File: src/rtl/object_reporter_pkg.sv
// object_reporter_pkg
//   Shared definitions for the object reporter: default label and
//   coordinate widths and the scan state encoding.
package object_reporter_pkg;

    localparam int WORD_SIZE_DEF = 8;
    localparam int LOC_SIZE_DEF  = 16;

    typedef enum logic [2:0] {
        ST_IDLE  = 3'd0,
        ST_READ  = 3'd1,
        ST_CHECK = 3'd2,
        ST_DIV   = 3'd3,
        ST_EMIT  = 3'd4,
        ST_FIN   = 3'd5
    } state_e;

endpackage

File: src/rtl/object_reporter_serial_divider.sv
// object_reporter_serial_divider
//   Restoring unsigned divider producing one quotient bit per cycle.
//   The first bit is resolved on the start edge, so the quotient is
//   complete WIDTH cycles after start and done pulses for one cycle.
// Ports:
//   clk, reset_n : clock, asynchronous active-low reset
//   start        : load dividend/divisor and begin (one-cycle pulse)
//   dividend     : WIDTH-bit numerator
//   divisor      : WIDTH-bit denominator (nonzero)
//   quotient     : floor(dividend / divisor), valid while done is high
//   done         : one-cycle pulse when quotient is complete
module object_reporter_serial_divider #(
    parameter int WIDTH = 16
) (
    input  logic             clk,
    input  logic             reset_n,
    input  logic             start,
    input  logic [WIDTH-1:0] dividend,
    input  logic [WIDTH-1:0] divisor,
    output logic [WIDTH-1:0] quotient,
    output logic             done
);

    localparam int CW = $clog2(WIDTH + 1);

    logic [WIDTH-1:0] rem_r;
    logic [WIDTH-1:0] quo_r;
    logic [WIDTH-1:0] div_r;
    logic [CW-1:0]    cnt_r;
    logic             run_r;
    logic             done_r;

    // One restoring step: shift the next dividend bit into the partial
    // remainder and subtract the divisor when it fits. The carry-out bit
    // (old remainder MSB) means the shifted value exceeds any divisor;
    // the WIDTH-bit wrapped difference is still exact because the true
    // result is below the divisor.
    function automatic logic [2*WIDTH-1:0] div_step(
        input logic [WIDTH-1:0] rem,
        input logic [WIDTH-1:0] quo,
        input logic [WIDTH-1:0] dvs
    );
        logic [WIDTH-1:0] trial;
        trial = {rem[WIDTH-2:0], quo[WIDTH-1]};
        if (rem[WIDTH-1] || (trial >= dvs)) begin
            div_step = {trial - dvs, quo[WIDTH-2:0], 1'b1};
        end else begin
            div_step = {trial, quo[WIDTH-2:0], 1'b0};
        end
    endfunction

    // Iteration state: first step on start, WIDTH-1 further steps while running.
    always_ff @(posedge clk or negedge reset_n) begin
        if (!reset_n) begin
            rem_r  <= {WIDTH{1'b0}};
            quo_r  <= {WIDTH{1'b0}};
            div_r  <= {WIDTH{1'b0}};
            cnt_r  <= {CW{1'b0}};
            run_r  <= 1'b0;
            done_r <= 1'b0;
        end else if (start) begin
            {rem_r, quo_r} <= div_step({WIDTH{1'b0}}, dividend, divisor);
            div_r  <= divisor;
            cnt_r  <= CW'(1);
            run_r  <= 1'b1;
            done_r <= 1'b0;
        end else if (run_r) begin
            {rem_r, quo_r} <= div_step(rem_r, quo_r, div_r);
            cnt_r <= cnt_r + CW'(1);
            if (cnt_r == CW'(WIDTH - 1)) begin
                run_r  <= 1'b0;
                done_r <= 1'b1;
            end else begin
                done_r <= 1'b0;
            end
        end else begin
            done_r <= 1'b0;
        end
    end

    assign quotient = quo_r;
    assign done     = done_r;

endmodule

File: src/rtl/object_reporter.sv
// object_reporter
//   Walks the labeler's object table for labels 1..num_labels-1, drops
//   objects below MIN_AREA (and all zero-area ones), computes the integer
//   centroid with two serial dividers and emits one record per accepted
//   object on a valid/ready stream.
// Ports:
//   clk, reset_n          : clock, asynchronous active-low reset
//   start, num_labels     : scan request and label count (sampled in IDLE)
//   obj_id                : table read address
//   obj_area, obj_x, obj_y: table data, one cycle after obj_id
//   out_valid, out_ready  : record handshake
//   out_label, out_area,
//   out_cx, out_cy        : record fields
//   busy, done, obj_count : status
module object_reporter
    import object_reporter_pkg::*;
#(
    parameter int WORD_SIZE = WORD_SIZE_DEF,
    parameter int LOC_SIZE  = LOC_SIZE_DEF,
    parameter int MIN_AREA  = 1
) (
    input  logic                 clk,
    input  logic                 reset_n,
    input  logic                 start,
    input  logic [WORD_SIZE-1:0] num_labels,
    output logic [WORD_SIZE-1:0] obj_id,
    input  logic [LOC_SIZE-1:0]  obj_area,
    input  logic [LOC_SIZE-1:0]  obj_x,
    input  logic [LOC_SIZE-1:0]  obj_y,
    output logic                 out_valid,
    input  logic                 out_ready,
    output logic [WORD_SIZE-1:0] out_label,
    output logic [LOC_SIZE-1:0]  out_area,
    output logic [LOC_SIZE-1:0]  out_cx,
    output logic [LOC_SIZE-1:0]  out_cy,
    output logic                 busy,
    output logic                 done,
    output logic [WORD_SIZE-1:0] obj_count
);

    state_e               state_r, next_state_s;
    logic [WORD_SIZE-1:0] last_r, id_r, id_next_s, obj_id_r, obj_count_r, out_label_r;
    logic [LOC_SIZE-1:0]  area_r, out_area_r, out_cx_r, out_cy_r;
    logic                 out_valid_r, busy_r, done_r;
    logic                 is_last_s, area_ok_s, div_start_s, take_s;
    logic [LOC_SIZE-1:0]  qx_s, qy_s;
    logic                 x_done_s, y_done_s;

    assign is_last_s = (id_r == (last_r - WORD_SIZE'(1)));
    assign area_ok_s = (obj_area != {LOC_SIZE{1'b0}}) && (obj_area >= LOC_SIZE'(MIN_AREA));

    object_reporter_serial_divider #(.WIDTH(LOC_SIZE)) u_div_x (
        .clk(clk), .reset_n(reset_n), .start(div_start_s),
        .dividend(obj_x), .divisor(obj_area), .quotient(qx_s), .done(x_done_s)
    );

    object_reporter_serial_divider #(.WIDTH(LOC_SIZE)) u_div_y (
        .clk(clk), .reset_n(reset_n), .start(div_start_s),
        .dividend(obj_y), .divisor(obj_area), .quotient(qy_s), .done(y_done_s)
    );

    // Next-state, next-id and handshake decode.
    always_comb begin
        next_state_s = state_r;
        id_next_s    = id_r;
        div_start_s  = 1'b0;
        take_s       = 1'b0;
        case (state_r)
            ST_IDLE: begin
                if (start) begin
                    id_next_s    = WORD_SIZE'(1);
                    next_state_s = (num_labels <= WORD_SIZE'(1)) ? ST_FIN : ST_READ;
                end else begin
                    next_state_s = ST_IDLE;
                end
            end
            ST_READ: next_state_s = ST_CHECK;
            ST_CHECK: begin
                if (area_ok_s) begin
                    div_start_s  = 1'b1;
                    next_state_s = ST_DIV;
                end else if (is_last_s) begin
                    next_state_s = ST_FIN;
                end else begin
                    id_next_s    = id_r + WORD_SIZE'(1);
                    next_state_s = ST_READ;
                end
            end
            ST_DIV: begin
                if (x_done_s && y_done_s) begin
                    next_state_s = ST_EMIT;
                end else begin
                    next_state_s = ST_DIV;
                end
            end
            ST_EMIT: begin
                if (out_ready) begin
                    take_s = 1'b1;
                    if (is_last_s) begin
                        next_state_s = ST_FIN;
                    end else begin
                        id_next_s    = id_r + WORD_SIZE'(1);
                        next_state_s = ST_READ;
                    end
                end else begin
                    next_state_s = ST_EMIT;
                end
            end
            ST_FIN:  next_state_s = ST_IDLE;
            default: next_state_s = ST_IDLE;
        endcase
    end

    // State, scan counters and status flags.
    always_ff @(posedge clk or negedge reset_n) begin
        if (!reset_n) begin
            state_r     <= ST_IDLE;
            id_r        <= {WORD_SIZE{1'b0}};
            last_r      <= {WORD_SIZE{1'b0}};
            obj_id_r    <= {WORD_SIZE{1'b0}};
            obj_count_r <= {WORD_SIZE{1'b0}};
            area_r      <= {LOC_SIZE{1'b0}};
            busy_r      <= 1'b0;
            done_r      <= 1'b0;
        end else begin
            state_r <= next_state_s;
            id_r    <= id_next_s;
            busy_r  <= (next_state_s != ST_IDLE);
            done_r  <= (state_r == ST_FIN);
            if (state_r == ST_IDLE && start) begin
                last_r      <= num_labels;
                obj_count_r <= {WORD_SIZE{1'b0}};
            end else if (take_s) begin
                obj_count_r <= obj_count_r + WORD_SIZE'(1);
            end
            // Address is presented for the whole READ cycle; data arrives in CHECK.
            if (next_state_s == ST_READ) begin
                obj_id_r <= id_next_s;
            end
            if (state_r == ST_CHECK) begin
                area_r <= obj_area;
            end
        end
    end

    // Output record: loaded once when the dividers finish, frozen through EMIT.
    always_ff @(posedge clk or negedge reset_n) begin
        if (!reset_n) begin
            out_valid_r <= 1'b0;
            out_label_r <= {WORD_SIZE{1'b0}};
            out_area_r  <= {LOC_SIZE{1'b0}};
            out_cx_r    <= {LOC_SIZE{1'b0}};
            out_cy_r    <= {LOC_SIZE{1'b0}};
        end else begin
            out_valid_r <= (next_state_s == ST_EMIT);
            if (state_r == ST_DIV && next_state_s == ST_EMIT) begin
                out_label_r <= id_r;
                out_area_r  <= area_r;
                out_cx_r    <= qx_s;
                out_cy_r    <= qy_s;
            end
        end
    end

    assign obj_id    = obj_id_r;
    assign out_valid = out_valid_r;
    assign out_label = out_label_r;
    assign out_area  = out_area_r;
    assign out_cx    = out_cx_r;
    assign out_cy    = out_cy_r;
    assign busy      = busy_r;
    assign done      = done_r;
    assign obj_count = obj_count_r;

endmodule

File: config.mk
export PLATFORM = sky130hd
export DESIGN_NAME = object_reporter
export DESIGN_NICKNAME = d
export VERILOG_FILES = /design/src/rtl/object_reporter_pkg.sv /design/src/rtl/object_reporter_serial_divider.sv /design/src/rtl/object_reporter.sv
export SDC_FILE = /design/constraint.sdc
export NUM_CORES = 1
export LEC_CHECK = 0
export ABC_CLOCK_PERIOD_IN_PS = 2850
export CORE_MARGIN = 4
export CORE_UTILIZATION = 51
export CTS_CLUSTER_DIAMETER = 80
export CTS_CLUSTER_SIZE = 24
export DETAILED_ROUTE_END_ITERATION = 8
export HOLD_SLACK_MARGIN = 0.05
export PLACE_DENSITY_LB_ADDON = 0.05
export SYNTH_ARGS = -nofsm -noshare
export SYNTH_HDL_FRONTEND = slang
export SYNTH_SLANG_ARGS = --single-unit
export TNS_END_PERCENT = 30
File: constraint.sdc
create_clock -name clk -period 2.85 [get_ports clk]
set_clock_uncertainty 0.15 [all_clocks]
set_input_delay 0.4275 -clock clk [delete_from_list [all_inputs] [get_ports clk]]
set_output_delay 0.4275 -clock clk [all_outputs]
set_load 0.01 [all_outputs]
==> impl_metrics.yaml <==
worst_setup_path:
  crit_buf_inv: 2
  criticalPathCategory: "reg2reg"
  crit_path_end_kind: "flop"
  crit_fanout: 3
  critPathMaxStageDelay_ns: 0.49
  path_cells: "inv_2, buf_4, ha_1, nor2b_1, o21bai_1, nand3_1, and3_4, or4_4, a31oi_1, xnor2_1, o21ai_1, a21oi_2"
  cp.arrival_ns: 3.26
  critPathSlowestCell: "or4_4"
  crit_required_ns: 3.10
  cp-start-kind: "flop"
  path_delay_family: "simple AND/OR/NAND/NOR gates"
detailed_routing:
  ant_nets: 0
  drc_errors: 0
  drt_iter0_markers: 479
  firstDrtPassIters: 5
  totalWireLength_um: 27500
  via_count: 8807
  avgRoutedWirePerCell_um: 17.3
  vias_per_cell: 5.55
floorplanning:
  row_count: 52
  die_height_um: 153
  pin_count: 135
  initial_core_util: 0.522
  core_area_sq_um: 20400
  die-area_sq_um: 23300
  die_w_um: 153
job:
  drv_cap: 0
global_route:
  grt_pass1_wl_um: 45500
  track_usage: 0.233
  globalRoute.totalOverflow: 0
  antenna_found_initial: 0
  grt_pass1_vias: 8671
  grt_max_degree: 69
synth:
  synth_most_common_cell: "dfrtp_1"
  postSynthCellCount: 1063
  synth_edf_count: 0
  yosysSeqAreaShare: 0.479
  syn_area_sq_um: 10700
  ys_types: 65
  yosysTopAreaCellShare: 0.479
  async_reset_ff_frac: 1.00
  ys.flop_type: "dfrtp_1"
  synth_nets: 1168
  synth_warnings: 0
  synthTopCellsByCount: "dfrtp_1 (204), nand2_1 (150), o21ai_0 (86)"
  synthTopCellsByArea: "dfrtp_1 (48%), mux2_2 (6.7%), nand2_1 (5.3%)"
  yosys.area.top_type: "dfrtp_1"
  ys_ff_latch: 204
  syn_avg_cell_area_sq_um: 10.0
place:
  dp_slack_ns: -0.792
  dpl.hpwl_um: 19900
  gp_congestion: 0.875
  dp.cells: 1545
  place.port_buffers: 134
  dpl_cell_area_sq_um: 13200
finish:
  multi_input_area_sq_um: 5570
  nets: 1417
  fin_area_sq_um: 14200
  antenna_cells: 0
  fin_cells: 1588
  n_fill_cell: 1621
  drive_gt1_frac: 0.232
  syn2layout_area_growth_pct: 33.1
  ff_latch_area_sq_um: 5110
timing:
  fmax_ghz: 0.332
  hold_violations: 0
  min_period_ns: 3.01
  slew_violations: 0
  fin_hold_ws_ns: 0.331
  period_share: 1.06
  worstMarginPinSlew_ns: 0.756
  rsz0062_at_grt: "true"
  setup_slack_ns: -0.159
  finalSetupViolations: 17
  slew_headroom: 0.496
outcome:
  outcome: "finished with violations"
  violations: "negative setup slack"
cts:
  cts_root_buf: "clkbuf_16"
  clkLatencyLatePin_ns: 0.48
  cts.htree.levels: 1
  cts.sinks: 204
  cts.path.max_buffers: 3
  path_clk_slew_ns: 0.09
  cts_tree: "done"
  numCtsBuffers: 14
power:
  p_leak_nw: 6.57
  power_density_nw_per_um2: 1220
  ir_drop_uv: 668
min_path:
  hold_path_class: "reg2reg"
## stage by stage
| stage | util | total power, mW | TNS [ns] |
|---|---|---|---|
| 2_1_floorplan | - | 10.7 | -0.118 |
| 3_3_place_gp | 0.647 | 13.6 | -39.44 |
| 3_5_place_dp | 0.647 | 13.8 | -46.99 |
| 4_1_cts | 0.686 | 16.8 | -2.53 |
| 5_1_grt | 0.695 | 18.8 | -5.34 |
| 6_report | 0.695 | 17.4 | -1.00 |
## final timing paths
path / from / endpoint / slack [ns] / cells past startpoint
min in group asynchronous: reset_n / area_r[10] / 0.34 / 2
worst min register to register: area_r[9] / area_r[9] / 0.33 / 2
worst min-delay path: area_r[9] / area_r[9] / 0.33 / 2
worst max-delay path: u_div_x.div_r[1] / u_div_x.rem_r[15] / -0.16 / 12
max in group asynchronous: reset_n / u_div_y.rem_r[10] / 1.54 / 3
worst max register to register: u_div_x.div_r[1] / u_div_x.rem_r[15] / -0.16 / 12
## layout by cell type, fill, tap and decap left out, types with 5 or more instances in the layout
cell type and count:
inv_1 34, nand3_1 18, nor3_1 14, clkbuf_16 15, a21o_1 11, xnor2_1 29
nand2_1 146, o22a_1 11, nor2b_1 7, or2_2 5, ha_1 38, a211oi_1 15
a21oi_1 38, clkdlybuf4s50_1 133, and3_1 10, or3_1 6, o21a_1 9, nor2_1 63
o211ai_1 11, buf_4 134, o21ai_0 72, nand4_1 10, mux2i_1 48, buf_12 7
a21oi_2 8, xor2_1 14, nand2b_1 8, o21ai_1 11, mux2_2 62, dfrtp_1 201
a31oi_1 8
## metal layers
| metal | global-route usage | up-vias | part of all wire |
|---|---|---|---|
| met1 | 0.342 | 4288 | 0.47 |
| met5 | 0 | - | 0 |
| met3 | 0.0327 | 41 | 0.047 |
| met4 | 0.0535 | 0 | 0.020 |
| li1 | - | 4283 | - |
| met2 | 0.371 | 195 | 0.47 |
## timing repair
item,CTS,global route
gates cloned,1,0
hold buffers,1,0
gates resized for setup,51,39
hold endpoints to repair,59,0
pin swaps,32,28
setup buffers,13,6
endpoints found under the setup margin,45,42
## cells by family (layout without fill, tap and decap cells)
logic type,after synthesis,in the layout,share of synthesized area
buffers and inverters,88,343,0.0327
AO/OA/AOI/OAI,240,240,0.142
adder cells (fa/ha/maj),45,45,0.0542
AND/OR/NAND/NOR,328,328,0.142
XOR/XNOR,44,44,0.0361
multiplexers,114,114,0.115
flip-flops,204,204,0.479
## registers in the layout (all words and copies together) (netlist names), 16 cells and up
register and flops:
u_div_x.div_r 16, u_div_x.rem_r 16, out_cx 16, out_area 16, area_r 16, u_div_y.rem_r 16, u_div_x.quotient 16, u_div_y.quotient 16
out_cy 16
## power breakdown
part           total (mW)  leakage, nW  internal [mW]  switching (mW)
clock network        2.05        0.224           1.01            1.04
logic                10.7         3.77           5.48            5.23
registers            4.59         2.58           3.88           0.712
## cell type report
class,count,area share
sequential,204,0.360
clock inverter,6,0.00414
tap,270,0.0238
timing repair buffer,282,0.182
clock buffer,16,0.0274
multi-input combinational,771,0.392
inverter,39,0.0103
## worst min-delay path, delay by kind of cell (launching register included)
kind             cells  cell delay, ns
DFF                  1            0.35
and+or+nand+nor      2            0.10
Power figures use the tool's default switching activity.
